File: src/rtl/grid_scheduler.sv
// rtl/grid_scheduler.sv - retry sequencer driving one sudoku grid generator through reset/settle/start/run
module grid_scheduler #(
    parameter int                    LFSR_WIDTH  = 8,
    parameter logic [LFSR_WIDTH-1:0] SEED_STRIDE = 8'h5B,
    parameter int                    RESET_CYC   = 2,
    parameter int                    READY_CYC   = 28,
    parameter int                    MAX_TRIES   = 4,
    parameter int                    TIMEOUT_W   = 16,
    localparam int                   TW          = $clog2(MAX_TRIES + 1)
) (
    input  logic                  clock,
    input  logic                  reset,
    input  logic                  req_valid,
    output logic                  req_ready,
    input  logic [LFSR_WIDTH-1:0] req_seed,
    output logic                  res_valid,
    input  logic                  res_ready,
    output logic                  res_success,
    output logic [TW-1:0]         res_tries,
    output logic                  res_timeout,
    output logic                  grid_reset,
    output logic                  grid_start,
    output logic [LFSR_WIDTH-1:0] grid_seed,
    input  logic                  grid_done,
    input  logic                  grid_success
);

    localparam int CNT_MAX = (READY_CYC > RESET_CYC) ? READY_CYC : RESET_CYC;
    localparam int CNT_W   = $clog2(CNT_MAX + 1);

    typedef enum logic [2:0] {
        S_IDLE, S_RST, S_SETTLE, S_START, S_RUN, S_RETRY, S_REPORT
    } state_t;

    state_t                state_q, state_d;
    logic [CNT_W-1:0]      cnt_q, cnt_d;
    logic [TIMEOUT_W-1:0]  wd_q, wd_d;
    logic [TIMEOUT_W-1:0]  wd_inc;
    logic [LFSR_WIDTH-1:0] seed_q, seed_d;
    logic [TW-1:0]         tries_q, tries_d;
    logic                  timeout_q, timeout_d;
    logic                  req_ready_q, req_ready_d;
    logic                  grid_reset_q, grid_reset_d;
    logic                  grid_start_q, grid_start_d;
    logic                  res_valid_q, res_valid_d;
    logic                  res_success_q, res_success_d;
    logic [TW-1:0]         res_tries_q, res_tries_d;
    logic                  res_timeout_q, res_timeout_d;

    // An all-zero seed would lock the grid LFSR, so it is promoted to 1.
    function automatic logic [LFSR_WIDTH-1:0] fix_seed(input logic [LFSR_WIDTH-1:0] x);
        return (x == '0) ? LFSR_WIDTH'(1) : x;
    endfunction

    assign wd_inc = wd_q + 1'b1;

    always_comb begin
        state_d       = state_q;
        cnt_d         = cnt_q;
        wd_d          = wd_q;
        seed_d        = seed_q;
        tries_d       = tries_q;
        timeout_d     = timeout_q;
        grid_reset_d  = grid_reset_q;
        grid_start_d  = 1'b0;
        res_valid_d   = res_valid_q;
        res_success_d = res_success_q;
        res_tries_d   = res_tries_q;
        res_timeout_d = res_timeout_q;
        case (state_q)
            S_IDLE: begin
                grid_reset_d = 1'b1;
                if (req_valid) begin
                    seed_d    = fix_seed(req_seed);
                    tries_d   = TW'(1);
                    timeout_d = 1'b0;
                    cnt_d     = '0;
                    state_d   = S_RST;
                end
            end
            S_RST: begin
                if (cnt_q == CNT_W'(RESET_CYC - 1)) begin
                    cnt_d        = '0;
                    grid_reset_d = 1'b0;
                    state_d      = S_SETTLE;
                end else begin
                    cnt_d = cnt_q + 1'b1;
                end
            end
            S_SETTLE: begin
                if (cnt_q == CNT_W'(READY_CYC - 1)) begin
                    cnt_d        = '0;
                    grid_start_d = 1'b1;
                    state_d      = S_START;
                end else begin
                    cnt_d = cnt_q + 1'b1;
                end
            end
            S_START: begin
                wd_d    = '0;
                state_d = S_RUN;
            end
            S_RUN: begin
                wd_d = wd_inc;
                // A done in the expiry cycle takes precedence over the watchdog.
                if (grid_done && grid_success) begin
                    grid_reset_d  = 1'b1;
                    res_valid_d   = 1'b1;
                    res_success_d = 1'b1;
                    res_tries_d   = tries_q;
                    res_timeout_d = 1'b0;
                    state_d       = S_REPORT;
                end else if (grid_done) begin
                    grid_reset_d = 1'b1;
                    timeout_d    = 1'b0;
                    state_d      = S_RETRY;
                end else if (wd_inc == {TIMEOUT_W{1'b1}}) begin
                    grid_reset_d = 1'b1;
                    timeout_d    = 1'b1;
                    state_d      = S_RETRY;
                end
            end
            S_RETRY: begin
                if (tries_q == TW'(MAX_TRIES)) begin
                    res_valid_d   = 1'b1;
                    res_success_d = 1'b0;
                    res_tries_d   = tries_q;
                    res_timeout_d = timeout_q;
                    state_d       = S_REPORT;
                end else begin
                    seed_d  = fix_seed(seed_q + SEED_STRIDE);
                    tries_d = tries_q + 1'b1;
                    cnt_d   = '0;
                    state_d = S_RST;
                end
            end
            S_REPORT: begin
                if (res_ready) begin
                    res_valid_d = 1'b0;
                    state_d     = S_IDLE;
                end
            end
            default: state_d = S_IDLE;
        endcase
        req_ready_d = (state_d == S_IDLE);
    end

    always_ff @(posedge clock or negedge reset) begin
        if (!reset) begin
            state_q       <= S_IDLE;
            cnt_q         <= '0;
            wd_q          <= '0;
            seed_q        <= '0;
            tries_q       <= '0;
            timeout_q     <= 1'b0;
            req_ready_q   <= 1'b1;
            grid_reset_q  <= 1'b1;
            grid_start_q  <= 1'b0;
            res_valid_q   <= 1'b0;
            res_success_q <= 1'b0;
            res_tries_q   <= '0;
            res_timeout_q <= 1'b0;
        end else begin
            state_q       <= state_d;
            cnt_q         <= cnt_d;
            wd_q          <= wd_d;
            seed_q        <= seed_d;
            tries_q       <= tries_d;
            timeout_q     <= timeout_d;
            req_ready_q   <= req_ready_d;
            grid_reset_q  <= grid_reset_d;
            grid_start_q  <= grid_start_d;
            res_valid_q   <= res_valid_d;
            res_success_q <= res_success_d;
            res_tries_q   <= res_tries_d;
            res_timeout_q <= res_timeout_d;
        end
    end

    assign req_ready   = req_ready_q;
    assign grid_reset  = grid_reset_q;
    assign grid_start  = grid_start_q;
    assign grid_seed   = seed_q;
    assign res_valid   = res_valid_q;
    assign res_success = res_success_q;
    assign res_tries   = res_tries_q;
    assign res_timeout = res_timeout_q;

endmodule

File: config.mk
export PLATFORM = sky130hd
export DESIGN_NAME = grid_scheduler
export DESIGN_NICKNAME = d
export VERILOG_FILES = /design/src/rtl/grid_scheduler.sv
export SDC_FILE = /design/constraint.sdc
export NUM_CORES = 1
export LEC_CHECK = 0
export BUFFER_PORTS_ARGS = -buffer_cell sky130_fd_sc_hd__buf_4
export CAP_MARGIN = 15
export CORE_MARGIN = 2
export CORE_UTILIZATION = 48
export CTS_CLUSTER_SIZE = 24
export DETAILED_ROUTE_END_ITERATION = 8
export GPL_TIMING_DRIVEN = 0
export PLACE_DENSITY_LB_ADDON = 0.2
export SLEW_MARGIN = 30
export SYNTH_ARGS = -nofsm -noshare
export SYNTH_HDL_FRONTEND = slang
export SYNTH_SLANG_ARGS = --single-unit
File: constraint.sdc
create_clock -name clock -period 2.3 [get_ports clock]
set_clock_uncertainty 0.1 [all_clocks]
set_input_delay 0.23 -clock clock [delete_from_list [all_inputs] [get_ports clock]]
set_output_delay 0.23 -clock clock [all_outputs]
set_load 0.01 [all_outputs]
# Yosys cells after proc, flatten, opt, wreduce, memory -nomap -nowiden
# Index checks and enable logic that the tools add are counted.
# totals
in_bits,14
output_inout_bits,17
mem_bits_ro,0
regBits,45
ramBits,0
latchBits,0
memories,0
# classes
n_mux,46
bitwise_logic,0
n_eq_ne,19
n_shift,0
div_mod_pow,0
add_sub_neg,4
order_cmp,0
multipliers,0
reduce_logical,18
# op_table
cell,count
two-way mux 3 bit,12
two-way mux 8 bit,4
one-hot mux 16 bit (2 select lines),1
one-hot mux 3 bit (7 select lines),1
two-way mux 5 bit,4
one-hot mux 5 bit (4 select lines),1
adder 16 x 1 -> 16 bit (second input constant),1
equality test 16 bit (second input constant),1
zero test 8 bit,2
one-hot mux 8 bit (2 select lines),1
two-way mux 1 bit,15
!= test 2 bit (second input constant),7
equality test 3 bit (second input constant),4
one-hot mux 3 bit (2 select lines),2
AND reduction 3 bit,4
adder 8 x 7 -> 8 bit (second input constant),1
AND reduction 4 bit,2
nonzero test 2 bit,4
equality test 3 x 2 -> 1 bit (second input constant),2
zero test 3 bit,2
one-hot mux 1 bit (2 select lines),3
one-hot mux 1 bit (3 select lines),2
nonzero test 3 bit,2
adder 5 x 1 -> 5 bit (second input constant),1
8 further kinds,8

# Depth between registers and ports, before layout
# Gate-level depths: netlist of run 1.
# logic_depth
word_depth,7
ltp_mapped,8
depth_no_buf,7

# Worst setup path before layout of run 1
# No wires, ideal clock.
# synth_timing
kind,reg-to-reg
from,register wd_q[0]
to,"register grid_reset_q, in the netlist grid_reset"
synth_period_minus_slack_ns,2.200
path_slack_ns,0.100
setup_ns,0.091
path_buffers,0
stages_incl_launch_ff,7
required_ns,2.109
t_arrival_ns,2.010
cell_sequence,dfrtp_1 > ha_1 > or3b_2 > o32a_1 > o22a_1 > a2111o_1 > o31ai_1
# synth_via
elab_chain_len,4
# synth_rtl
item,line_no,text
start: declaration,37,"logic [TIMEOUT_W-1:0] wd_q, wd_d;"
start signal: assignment,166,wd_q <= wd_d;
adder 16 x 1 -> 16 bit,55,assign wd_inc = wd_q + 1'b1;
equality test 16 bit,117,end else if (wd_inc == {TIMEOUT_W{1'b1}}) begin
!= test 4 bit (no source line),n/a,
AND reduction 3 bit (no source line),n/a,
end signal: assignment,171,grid_reset_q <= grid_reset_d;
end: declaration,43,"logic grid_reset_q, grid_reset_d;"
# No other way between the ends.
# A chain may end at the register's enable or synchronous reset.

# Worst setup path after layout of run 1
# layout_timing
from,register wd_q[1]
to,register state_q[0]
# layout_via
elab_chain_len,6
# layout_rtl
item,line_no,text
adder 16 x 1 -> 16 bit,55,
equality test 16 bit,117,
two-way mux 3 bit,117,
two-way mux 3 bit,113,end else if (grid_done) begin
two-way mux 3 bit,106,if (grid_done && grid_success) begin
one-hot mux 3 bit (7 select lines),70,case (state_q)
named net state_d[0],35,"state_t state_q, state_d;"
end signal: assignment,164,state_q <= state_d;
end: declaration,35,
# The timed path passes the listed nets, and every way through them passes these cells.

==> results of run 1 <==
==> stage by stage <==
stage                     total power [uW]  util [%]  cells  setup slack (ns)
after detailed placement              2660      55.9    431            -0.206
after CTS                             3360      59.1    441          -0.00615
after floorplan                       2150         -    329            0.0996
final                                 3400      60.9    448            0.0817
after global placement                2630      55.9    431            -0.229
after global routing                  3670      60.9    448           -0.0198
==> where the power goes <==
part	total, uW	internal (uW)	switching, uW
Combinational	1580	672	908
Clock	642	354	289
Sequential	1180	1000	181
Total	3400	2030	1380
==> Yosys cell counts (8+ instances only) <==
cell / instances / area share [%]
a21oi_1: 19 / 3.4
clkbuf_1: 15 / 2.0
dfrtp_1: 43 / 39
ha_1: 8 / 3.6
inv_1: 14 / 1.9
nand2_1: 43 / 5.8
nand3_1: 11 / 2.0
nor2_1: 17 / 2.3
nor3_1: 12 / 2.2
o21ai_0: 39 / 7.0
o31ai_1: 10 / 2.7
==> metal layers <==
metal / track usage (%) / part of all wire (%) / vias to the layer above
li1: - / - / 1305
met1: 28.9 / 46 / 1247
met2: 37.5 / 49 / 61
met3: 3.71 / 3.7 / 6
met4: 7.63 / 1.1 / 0
met5: 0 / 0 / -
==> flip-flops by register name, summed over array words and instances (netlist names), 3 cells and up <==
| name | count |
|---|---|
| cnt_q | 5 |
| tries_q | 3 |
| state_q | 3 |
| res_tries | 3 |
| grid_seed | 8 |
| wd_q | 16 |
==> kinds of logic after synthesis <==
logic type | after synthesis | synth area share, %
DFF | 45 | 40.5
AOI/OAI and AO/OA | 109 | 25.2
and+or+nand+nor | 124 | 22.7
muxes | 4 | 1.53
buffers and inverters | 33 | 4.63
xor gates and xnor gates | 6 | 1.89
adders and majority gates | 8 | 3.60
==> final timing paths <==
path	start	endpoint
max	wd_q[1]	state_q[0]
min	req_seed[6]	grid_seed[6]
max reg2reg	wd_q[1]	state_q[0]
min reg2reg	res_tries[1]	res_tries[1]
max in group asynchronous	reset	wd_q[0]
min in group asynchronous	reset	grid_seed[7]
==> worst reg2reg max path: cells and delay by family (launching register included) <==
kind                     cells  cell delay, ns
flip-flops                   1            0.44
adder cells (fa/ha/maj)      1            0.18
AND/OR/NAND/NOR              1            0.36
AO/OA/AOI/OAI                4            1.05
==> layout by cell type (no fill, tap or decap), types with 3 or more instances in the layout <==
cell / instances
nand4_1: 4
xor2_1: 4
nor2_1: 16
nand2_1: 43
o21ai_0: 39
nor3_1: 12
ha_1: 7
a21oi_1: 18
o31ai_2: 3
nor4_1: 5
buf_2: 3
or3_1: 3
a31oi_1: 5
o41ai_1: 4
clkbuf_8: 6
buf_4: 40
nor3b_1: 5
o31ai_1: 7
clkbuf_2: 5
dfrtp_1: 41
inv_1: 14
nor2b_1: 4
o21a_1: 3
nand3_1: 11
o22ai_1: 3
clkbuf_1: 9
==> cell type report <==
cell class                 instances  share of cell area [%]
sequential                        45                    33.5
clock buffer                       6                    2.45
buffer                            18                    2.41
clock inverter                     2                    1.11
tap                               72                    2.67
timing repair buffer              40                    8.98
multi-input combinational        251                    47.3
inverter                          14                    1.56
==> what timing repair did <==
item / 4_1_cts / 5_1_grt
endpoints found under the setup margin: 7 / 26
endpoints found under the hold margin: 43 / 0
gates resized for setup: 10 / 20
setup buffers: 1 / 8
hold buffers: 1 / 0
pin swaps: 1 / 9
==> impl_summary.txt, run 1 <==
----------------------------------------------------
[Status]
  Run status ... finished, final reports clean

[Synth]
  Count of mapped cells out of synthesis ... ~330
  Distinct cell type count of the synthesized netlist ... 59
  Net count of the mapped netlist ... ~350
  FFs w/ async S/R, synth ... between 90% and 100%
  Average instance area after synthesis ... 8.46 sq um
  Count of yosys warnings during synthesis ... 0
  Top flip-flop cell by instance count after synthesis ... dfrtp_1
  Synthesized area ... around 2800 sq um
  Synthesis-stage register bit count ... between 40 and 50
  Number of flops mapped to enable cells by yosys ... 0
  Sequential share of the synthesized area ... between 40% and 50%

[Worst setup path]
  Crit path buf inv count ... 0
  Number of cell instances on the worst register-to-register path ... 6
  Cell at the slowest stage of the critical path ... dfrtp_2
  Family of cells with the greatest summed delay on the critical path ... compound AO/OA/AOI/OAI gates
  Worst path max stage delay ... 0.44 ns
  Count of cell instances traversed by the critical path ... 6
  Worst path arrival time ... ~2.3 ns
  Critical Path, Cell by Cell ... ha_4, or3b_4, o32a_1, o22a_1, a2111o_1, o31ai_2
  Required time at the worst-slack endpoint ... 2.42 ns
  Nature of the critical path endpoint ... register
  Register-to-register path setup slack ... about 0.08 ns
  Crit path kind ... reg -> reg
  Highest net fanout along the worst path ... 4
  Kind of launch point of the worst setup path ... register

[Min path]
  Path category of the worst min-delay check ... in -> reg
  Instance count along the most critical hold path ... 3

[Timing]
  Worst hold slack after final layout ... between 0.1 and 0.15 ns
  RSZ-0062 raised after global routing ... yes
  Number of failing setup endpoints in the final timing report ... 0
  Post-layout min period ... 2.22 ns
  Final total negative setup slack ... 0 ns
  Rel. slew slack ... 58.9%
  Max Slew Vio Count ... 0
  Worst-margin pin slew ... around 0.61 ns
  Final clock period utilization by the worst path ... 96.4%
  Final hold violation count ... 0
  Highest achievable clock rate ... between 400 and 500 MHz

[Run]
  Maximum Capacitance Violations ... 0

[Final layout]
  Area of the multi-input gates ... between 1500 and 2000 sq um
  Ant diodes ... 0
  NumNets Final ... 397
  Storage cell area ... roughly 1100 sq um
  Filler cell count ... about 500
  Post-route cell area ... 3370 sq um
  Proportion of layout cells with a drive suffix above 1 ... roughly a fifth
  Area growth from synthesis to layout ... 21.1%

[Die]
  Num rows ... 27
  Top-Level Pins ... 31
  Die Y ... ~80 um
  Area of the core region ... about 5500 sq um
  Starting density of the core ... between 50% and 60%
  Die width ... around 80 um
  Die ar. ... around 6400 sq um

[Placement]
  Placed Instance Area ... about 3100 sq um
  Number of I/O port buffers ... 30
  Half-perimeter wire length after placement ... 4660 um
  Final weighted congestion of routability-driven global placement ... around 0.9

[Global route]
  First-pass GRT wire length ... around 11000 um
  Antenna violations before repair ... 0
  Maximum number of pins on one net before global-route repair ... between 40 and 50
  Sum of overflow across all layers after global routing ... 0
  Via count of the first global-routing pass ... about 2400
  GR Util All Layers ... between 20 and 25%

[Routing]
  Wire length after detailed routing ... 6720 um
  Count of vias placed by the detailed router ... roughly 2600
  Avg Vias per Cell ... between 5 and 6
  Count of TritonRoute iterations in the first routing pass ... 4
  Post-route ant nets ... 0
  Remaining design rule violation count ... 0
  WL/cell ... roughly 15 um
  First DRT Iteration DRCs ... 167

[Pwr]
  Leakage power summed over all cells ... about 0.0014 uW
  Power density relative to cell area ... 1010 nW/um^2
  Worst vdd rail ir drop ... roughly 500 uV

[CTS]
  Number of buffers created by CTS ... 5
  Deepest clock path buffer count ... 2
  CTS H-Tree Depth ... 2
  TritonCTS clock tree ... yes
  Clock Tree Root ... clkbuf_8
  Clock input transition at the sequential cells of the worst setup and hold paths ... 0.09 ns
  CTS Sinks ... 45
  Source-to-sink clock delay at the later pin of the worst-skew pair ... roughly 0.30 ns

----------------------------------------------------
Power figures use the tool's default switching activity.
==> run 2: changes to the inputs <==
- clock period: 2.3 -> 2.7 ns (I/O delays scaled with it)
==> run 2 against run 1 <==
Compared with the run above: critical path depth stayed put; flip-flop and latch count stayed put; core utilization is 2.6 points lower; critical path type unchanged; critical endpoint unchanged; largest cell class unchanged; largest power group unchanged; highest routed layer unchanged.
==> impl_summary.txt, run 2 (synthesized netlist as in run 1, its figures left out) <==
----------------------------------------------------
[Routing]
  Wire length after detailed routing ... 6520 um (-3.0%)
  WL/cell ... 14.8 um (-1.2%)
  Remaining design rule violation count ... 0 (unchanged)
  Post-route ant nets ... 0 (unchanged)
  Count of TritonRoute iterations in the first routing pass ... 7 (+3)
  Count of vias placed by the detailed router ... 2582 (-1.4%)
  Avg Vias per Cell ... 5.87 (+0.38%)
  First DRT Iteration DRCs ... 186 (+11%)

[Die]
  Starting density of the core ... 50.2% (unchanged)
  Top-Level Pins ... 31 (unchanged)
  Num rows ... 27 (unchanged)
  Area of the core region ... 5540 sq um (unchanged)
  Die width ... 80.2 um (unchanged)
  Die Y ... 80.2 um (unchanged)
  Die ar. ... 6420 sq um (unchanged)

[Final layout]
  Proportion of layout cells with a drive suffix above 1 ... 14.1% (-6.6 points)
  Post-route cell area ... 3230 sq um (-4.2%)
  Ant diodes ... 0 (unchanged)
  NumNets Final ... 389 (-2.0%)
  Biggest register ... wd_q
  Most frequent cells in the layout ... nand2_1, dfrtp_1, o21ai_0, buf_4, a21oi_1
  Number of flip-flops in the largest register ... 16 (unchanged)
  Area growth from synthesis to layout ... 16.0%

[Timing]
  Final clock period utilization by the worst path ... 95.2% (-1.3 points)
  Post-layout min period ... 2.57 ns (+0.352 ns)
  Max Slew Vio Count ... 0 (unchanged)
  Worst-margin pin slew ... 0.640 ns (+0.0258 ns)
  RSZ-0062 raised after global routing ... no
  Number of failing setup endpoints in the final timing report ... 0 (unchanged)
  Highest achievable clock rate ... 389 MHz (-14%)
  Final total negative setup slack ... 0 ns (unchanged)
  Rel. slew slack ... 56.7% (-2.2 points)
  Final hold violation count ... 0 (unchanged)

[Placement]
  Half-perimeter wire length after placement ... 4660 um (unchanged)
  Final weighted congestion of routability-driven global placement ... 0.889 (unchanged)
  Number of I/O port buffers ... 30 (unchanged)
  Placed Instance Area ... 3100 sq um (unchanged)

[Pwr]
  Worst vdd rail ir drop ... 419 uV (-17%)
  Leakage power summed over all cells ... 0.00133 uW (-5.0%)
  Share of total power in the clock network ... 19.3% (+0.4 points)
  Internal cell power ... 1670 uW (-17%)
  Sequential Power Share ... 36.0% (+1.3 points)
  Power density relative to cell area ... 868 nW/um^2 (-14%)
  Net Sw Frac ... 40.2% (-0.21 points)
  Switching power of the nets ... 1130 uW (-18%)
  Portion of total power attributed to combinational logic ... 44.7% (-1.7 points)

[Worst setup path]
  Register-to-register path setup slack ... 0.13 ns (+0.05 ns)
  Nature of the critical path endpoint ... register
  Highest net fanout along the worst path ... 7 (+3)
  Number of cell instances on the worst register-to-register path ... 6 (unchanged)
  Crit path kind ... reg -> reg
  Kind of launch point of the worst setup path ... register
  Capture instance of the worst register-to-register path ... state_q[0]
  Worst path arrival time ... 2.67 ns (+0.34 ns)
  Required time at the worst-slack endpoint ... 2.80 ns (+0.38 ns)
  Worst reg2reg path startpoint ... wd_q[1]

[Min path]
  Path category of the worst min-delay check ... in -> reg
  Endpoint of the worst hold path ... res_success
  Startpoint of the most critical hold path ... grid_success
  Instance count along the most critical hold path ... 3 (unchanged)

[CTS]
  Number of buffers created by CTS ... 5 (unchanged)
  Clock Tree Root ... clkbuf_8
  CTS H-Tree Depth ... 2 (unchanged)
  CTS Sinks ... 45 (unchanged)
  TritonCTS clock tree ... yes
  Clock input transition at the sequential cells of the worst setup and hold paths ... 0.09 ns (about the same)
  Deepest clock path buffer count ... 2 (unchanged)
  Setup Buffers After CTS ... 0 (-1)
  Source-to-sink clock delay at the later pin of the worst-skew pair ... 0.30 ns (about the same)

[Run]
  Maximum Capacitance Violations ... 0 (unchanged)

[Global route]
  Antenna violations before repair ... 0 (unchanged)
  Via count of the first global-routing pass ... 2368 (-0.92%)
  Sum of overflow across all layers after global routing ... 0 (unchanged)
  Maximum number of pins on one net before global-route repair ... 46 (unchanged)
  GR Util All Layers ... 22.0% (-0.31 points)
  First-pass GRT wire length ... 11200 um (-1.2%)

[Status]
  Run status ... finished, final reports clean

----------------------------------------------------
## run 2: final cells by class
class	count	area, sq um
Inverter	14	52.6
Timing Repair Buffer	31	235
Sequential cell	45	1130
Clock inverter	2	37.5
Multi-Input combinational cell	251	1530
Tap cell	72	90.1
Clock buffer	6	82.6
Buffer	19	76.3
Fill cell	521	2310
## run 2: worst max-delay path by stage
stage / from / to / slack, ns / depth (start not counted)
2_1_floorplan: wd_q[0] / grid_reset / 0.50 / 6
3_3_place_gp: grid_seed[0] / grid_seed[0] / 0.17 / 7
3_5_place_dp: grid_seed[0] / grid_seed[0] / 0.19 / 7
4_1_cts: wd_q[1] / grid_reset / 0.15 / 6
5_1_grt: wd_q[1] / grid_reset / 0.01 / 6
6_report: wd_q[1] / state_q[0] / 0.13 / 6
## run 2: layer usage
metal | up-vias | track usage [%] | wire length (um)
met4 | 0 | 6.95 | 67
met1 | 1220 | 28.6 | 3000
met5 | - | 0 | 0
li1 | 1284 | - | -
met2 | 71 | 37.1 | 3130
met3 | 7 | 3.71 | 319
## run 2: critical path, stage by stage (launching register included)
cell	delay (ns)
dfrtp_1	0.46
ha_1	0.35
nand3_2	0.19
or3_1	0.39
a211o_1	0.29
a2111o_1	0.41
o31ai_1	0.29
## run 2: what timing repair did
item	in CTS	in global routing
hold buffers	1	0
endpoints found under the setup margin	0	2
hold endpoints to repair	43	0
gates resized for setup	0	1
## run 2: through the flow
step | std cells | hold slack, ns | worst slack (ns) | utilization [%] | total power, uW
2_1_floorplan | 329 | -0.126 | 0.500 | - | 1830
3_3_place_gp | 431 | 0.212 | 0.171 | 55.9 | 2240
3_5_place_dp | 431 | 0.212 | 0.194 | 55.9 | 2270
4_1_cts | 440 | 0.136 | 0.151 | 58.3 | 2820
5_1_grt | 440 | 0.145 | 0.0143 | 58.3 | 3030
6_report | 440 | 0.144 | 0.130 | 58.3 | 2800
## run 2: power groups by stage
stage	clock (uW)	combinational [uW]	sequential, uW
floorplan	0	796	1040
global placement	0	1220	1010
detailed placement	0	1250	1020
CTS	559	1250	1010
global route	586	1410	1030
finish	541	1250	1010
